**config.mk**
```make
export PLATFORM = sky130hd
export DESIGN_NAME = interrupt_controller
export DESIGN_NICKNAME = d
export VERILOG_FILES = /design/src/rtl/interrupt_controller.sv
export SDC_FILE = /design/constraint.sdc
export NUM_CORES = 1
export LEC_CHECK = 0
export ABC_AREA = 1
export CAP_MARGIN = 0
export CORE_MARGIN = 8
export CORE_UTILIZATION = 43
export CTS_CLUSTER_DIAMETER = 80
export DETAILED_ROUTE_END_ITERATION = 6
export HOLD_SLACK_MARGIN = 0.06
export PLACE_DENSITY = 0.84
export SYNTH_ARGS = -nofsm -noshare
export SYNTH_HDL_FRONTEND = slang
export SYNTH_SLANG_ARGS = --single-unit
```
**constraint.sdc**
```tcl
create_clock -name clk -period 1.78 [get_ports clk]
set_input_delay 0.356 -clock clk [delete_from_list [all_inputs] [get_ports clk]]
set_output_delay 0.356 -clock clk [all_outputs]
set_load 0.1 [all_outputs]
```
**src/rtl/interrupt_controller.sv**
```systemverilog
// -----------------------------------------------------------------------------
// interrupt_controller
//
// Purpose:
//   Five-source interrupt controller with memory-mapped flag (IF, 0xFF0F) and
//   enable (IE, 0xFFFF) registers. Rising edges on the peripheral request lines
//   latch pending flags. A small IDLE/GRANT/HOLD dispatch FSM hands the
//   highest-priority pending, enabled source to the CPU. Priority is fixed,
//   with bit0 highest.
//
// Configuration:
//   INTC_JOYPAD_EN - when defined, source 4 (joypad) is fully functional.
//                    When undefined, IF[4] is never set, reads 0, and never
//                    acknowledges. IE[4] is still stored and readable.
//
// Ports:
//   clk          in   1  system clock, rising edge
//   rst          in   1  asynchronous reset, active-low
//   a            in  16  bus address
//   din          in   8  bus write data
//   dout         out  8  bus read data (combinational from a)
//   rd           in   1  bus read strobe (reads are side-effect free)
//   wr           in   1  bus write strobe
//   int_req      in   5  request levels: vblank, lcd stat, timer, serial, joypad
//   int_ack      out  5  one-cycle acknowledge pulse, one-hot, during GRANT
//   cpu_int      out  1  any enabled flag pending
//   cpu_int_ack  in   1  CPU dispatch request, held until dispatch completes
//   int_vector   out  8  dispatch vector, valid in GRANT/HOLD, 0 otherwise
// -----------------------------------------------------------------------------
module interrupt_controller (
    input  logic        clk,
    input  logic        rst,
    input  logic [15:0] a,
    input  logic [7:0]  din,
    output logic [7:0]  dout,
    input  logic        rd,
    input  logic        wr,
    input  logic [4:0]  int_req,
    output logic [4:0]  int_ack,
    output logic        cpu_int,
    input  logic        cpu_int_ack,
    output logic [7:0]  int_vector
);

    localparam logic [15:0] ADDR_IF = 16'hFF0F;
    localparam logic [15:0] ADDR_IE = 16'hFFFF;

`ifdef INTC_JOYPAD_EN
    localparam logic [4:0] SRC_MASK = 5'b11111;
`else
    localparam logic [4:0] SRC_MASK = 5'b01111;
`endif

    typedef enum logic [1:0] {
        IDLE  = 2'd0,
        GRANT = 2'd1,
        HOLD  = 2'd2
    } state_t;

    state_t      state;
    logic [4:0]  if_q;
    logic [7:0]  ie_q;
    logic [4:0]  req_prev;
    logic        armed;
    logic [2:0]  sel_n;

    logic        if_wr;
    logic        ie_wr;
    logic [4:0]  edges;
    logic [4:0]  dispatch_clr;
    logic [4:0]  if_next;
    logic [4:0]  pending;
    logic [2:0]  pick;

    // Reads have no side effects, so the read strobe carries no information.
    logic        unused_rd;
    assign unused_rd = rd;

    // Lowest-numbered set bit wins; the result is ignored when nothing is set.
    function automatic logic [2:0] lowest_set(input logic [4:0] v);
        logic [2:0] n;
        casez (v)
            5'b????1: n = 3'd0;
            5'b???10: n = 3'd1;
            5'b??100: n = 3'd2;
            5'b?1000: n = 3'd3;
            5'b10000: n = 3'd4;
            default:  n = 3'd0;
        endcase
        return n;
    endfunction

    function automatic logic [4:0] onehot5(input logic [2:0] n);
        return 5'b00001 << n;
    endfunction

    // Vector table starts at 0x40 with an 8-byte stride per source.
    function automatic logic [7:0] vector_of(input logic [2:0] n);
        return {2'b01, n, 3'b000};
    endfunction

    // ---------------------------------------------------------------------
    // Bus decode, edge detection and next-flag computation
    // ---------------------------------------------------------------------
    assign if_wr = wr && (a == ADDR_IF);
    assign ie_wr = wr && (a == ADDR_IE);

    // The first cycle after reset only loads req_prev. A line already high
    // at release is therefore not mistaken for a fresh edge.
    assign edges = armed ? (int_req & ~req_prev & SRC_MASK) : 5'b00000;

    assign dispatch_clr = (state == GRANT) ? onehot5(sel_n) : 5'b00000;

    // Ordering gives edges priority over both bus writes and dispatch clears.
    assign if_next = (((if_wr ? din[4:0] : if_q) & ~dispatch_clr) | edges) & SRC_MASK;

    assign pending = ie_q[4:0] & if_q;
    assign cpu_int = |pending;
    assign pick    = lowest_set(pending);

    always_comb begin
        dout = 8'hFF;
        if (a == ADDR_IF) begin
            dout = {3'b111, if_q};
        end else if (a == ADDR_IE) begin
            dout = ie_q;
        end
    end

    // ---------------------------------------------------------------------
    // Flag / enable / request-history registers
    // ---------------------------------------------------------------------
    always_ff @(posedge clk or negedge rst) begin
        if (!rst) begin
            if_q     <= 5'b00000;
            ie_q     <= 8'h00;
            req_prev <= 5'b00000;
            armed    <= 1'b0;
        end else begin
            if_q     <= if_next;
            req_prev <= int_req;
            armed    <= 1'b1;
            if (ie_wr) begin
                ie_q <= din;
            end
        end
    end

    // ---------------------------------------------------------------------
    // Dispatch FSM
    // ---------------------------------------------------------------------
    // Source and vector are captured on entry to GRANT and stay frozen until
    // IDLE. Later IE/IF writes or new requests therefore cannot redirect a
    // dispatch that is already in flight.
    always_ff @(posedge clk or negedge rst) begin
        if (!rst) begin
            state      <= IDLE;
            sel_n      <= 3'd0;
            int_ack    <= 5'b00000;
            int_vector <= 8'h00;
        end else begin
            case (state)
                IDLE: begin
                    int_ack <= 5'b00000;
                    if (cpu_int_ack && cpu_int) begin
                        state      <= GRANT;
                        sel_n      <= pick;
                        int_vector <= vector_of(pick);
                        int_ack    <= onehot5(pick) & SRC_MASK;
                    end else begin
                        int_vector <= 8'h00;
                    end
                end
                GRANT: begin
                    int_ack <= 5'b00000;
                    state   <= HOLD;
                end
                HOLD: begin
                    int_ack <= 5'b00000;
                    if (!cpu_int_ack) begin
                        state      <= IDLE;
                        int_vector <= 8'h00;
                    end
                end
                default: begin
                    state      <= IDLE;
                    int_ack    <= 5'b00000;
                    int_vector <= 8'h00;
                end
            endcase
        end
    end

endmodule

```
==> metrics.txt <==
status=finished, final reports clean; GRT overflow=0; fin. max-slew vios=0; clk root buf=clkbuf_4; crit end category=output pin; reg-to-reg startpoint=if_q[2]; synth warn=0; global placement routability congestion=0.8034; final setup TNS=0 ns; Seq/Total Area, Yosys=0.4891; row count=21; CP startpoint kind=input pin; Die W=73.72 um; Hold Path Class=in -> async; tightest hold margin=0.3892 ns; min cycle time layout=about 1.7 ns; Avg Inst Size Synth=8.281 um^2; Starting Density=0.4397; mux cell area share after synthesis=0; synth top area cells=dfrtp_1 49%, nand2_1 13%, inv_1 7.6%; Fin. Hold Viols=0; synthesized flop and latch total=28; r2r endpoint=sel_n[1]; Multi-input gate area=roughly 650 um^2; Sequential Area=approximately 700 um^2; average wire per standard cell=12.49 um; worst-skew pair later-pin latency=0.32 ns; area leader, netlist=dfrtp_1; clk buf depth=2; P per Cell Area=~480 nW/um^2; H-tree level count=1; CP cell instances=buf_8, nand4_4, nor2_4, nor2b_4, nand2_2, o21ai_4, clkinvlp_4, buf_12; Vias per Instance=4.761; Max FO, Critical Path=7; die area=5435 um^2; Critical Path AT=between 1 and 1.5 ns; Synth Area in Simple Gates=0.3074; vias in the first global route=1,316; net switching power=0.2808 mW; xor/xnor cell area share of the yosys netlist=0; Synth Area in Compound Gates=0.06900; power share of the clock group=0.234; slowest CP cell=nor2b_4; DRT iter0 DRCs=93; Worst-path clk slew=0.14 ns; # DRC=0; clk_skew=0.007374 ns; CTS Sinks=28; FF-to-FF setup slack=0.57 ns; largest family of logic cells by synthesized area=simple AND/OR/NAND/NOR gates; CTS tree=yes; core box area=3258 um^2; post-detail-place hpwl=2.684 mm; largest net degree at the start of global routing=29; final core occ=0.6893; worst path required time=1.42 ns; Placed Cells=267; nets@finish=266; Synth Area in Adders=0; initial antenna violation count=0; Lkg Pwr=1.095 nW; logic gate share of total power=0.164; Post-DRT Antenna Nets=0; Worst IR Drop VDD=0.4636 mV; Syn Std Cell Area=1433 um^2; drt first pass iters=4; R2R depth=6; total track usage=0.1308; I/O Pins=56; Internal=0.7917 mW; Achievable Freq=575.2 MHz; RSZ-0062 raised after global routing=yes; post-synth top area share=0.4891; first-pass GRT wire length=5.727 mm; Tot Pwr=1.073 mW; area growth from synthesis to layout=56.77%; post-synthesis instance total=between 150 and 200; Final setup viols=0; final worst path period share=0.9766; Net Sw Frac=0.2618; Die Height=73.72 um; most frequent cells in the layout=41 x nand2_1, 28 x dfrtp_1, 24 x inv_1; Non-Filler Instances=276; most common cell after layout, fill and taps aside=nand2_1; Max Cap Violations=0; share of power burned in registers=0.603; crit path kind=in -> out; port bufs=47; total inserted antenna cells=0; cts bufs inserted=3; Post-Route WL=3.446 mm; Worst path max stage delay=0.26 ns; Yosys cell types=22; share of layout cells above drive strength 1=0.3391; DR vias=about 1,300; fill cell count=239
## logic make-up (layout without fill, tap and decap cells)
| logic type | count (synthesis) | in the layout |
|---|---|---|
| other | 2 | 7 |
| AO/OA/AOI/OAI | 14 | 14 |
| AND/OR/NAND/NOR | 90 | 90 |
| flip-flops | 28 | 28 |
| buffers and inverters | 39 | 91 |
## routing by layer
| layer | vias up | GRT usage | share of wire |
|---|---|---|---|
| met5 | - | 0 | 0 |
| met4 | 0 | 0.04656 | 0.015 |
| met3 | 7 | 0.03274 | 0.080 |
| met2 | 45 | 0.2323 | 0.53 |
| met1 | 621 | 0.1459 | 0.38 |
| li1 | 641 | - | - |
## flip-flops by register name (all words and copies together), names as in the netlist
name        cells
ie_q            8
if_q            4
int_ack         4
req_prev        4
int_vector      3
sel_n           2
state           2
armed           1
## layout make-up
class	instances	share of cell area
well taps	46	0.02563
repair buffers	58	0.3131
inverters	30	0.05181
multi-input cells	111	0.2875
flip-flops and latches	28	0.3120
clock buffers	3	0.01003
## stage by stage
| stage | setup slack [ns] | instance area (um^2) |
|---|---|---|
| finish | 0.04159 | 2246 |
| global route | -0.03355 | 2246 |
| CTS | 0.005407 | 2142 |
| detailed placement | -0.4251 | 2131 |
| global placement | -0.3982 | 2131 |
| floorplan | -0.1100 | 1478 |
## worst max-delay path, delay by kind of cell
kind | cells | cell delay (ns)
simple gates | 4 | 0.59
compound gates | 1 | 0.07
buf+inv | 3 | 0.36
## cell usage after synthesis (all sizes together)
cell    number
nand3b       6
buf          9
nand4        5
nand2       52
a21boi       1
conb         2
o21ai       12
nor2        10
inv         30
dfrtp       28
nor2b        1
nand3       16
a21oi        1
## power groups by stage
stage	registers (mW)	logic (mW)	clock network (mW)
finish	0.646	0.176	0.250
global route	0.648	0.187	0.274
CTS	0.646	0.161	0.251
detailed placement	0.658	0.173	0
global placement	0.658	0.170	0
floorplan	0.658	0.0899	0
## worst max path at each step
stage / from / slack, ns / endpoint / depth (start not counted)
after CTS: a[0] / 0.005 / dout[2] / 9
after detailed placement: a[11] / -0.43 / dout[6] / 7
after global placement: a[11] / -0.40 / dout[6] / 7
final: a[8] / 0.04 / dout[2] / 8
after global routing: a[8] / -0.03 / dout[2] / 8
after floorplan: a[11] / -0.11 / dout[2] / 7
## what timing repair did
action | 4_1_cts | 5_1_grt
endpoints found under the setup margin | 8 | 8
setup buffers | 3 | 3
pin swaps | 13 | 11
hold buffers | 0 | 0
resized for setup | 62 | 26
Power figures use the tool's default switching activity.
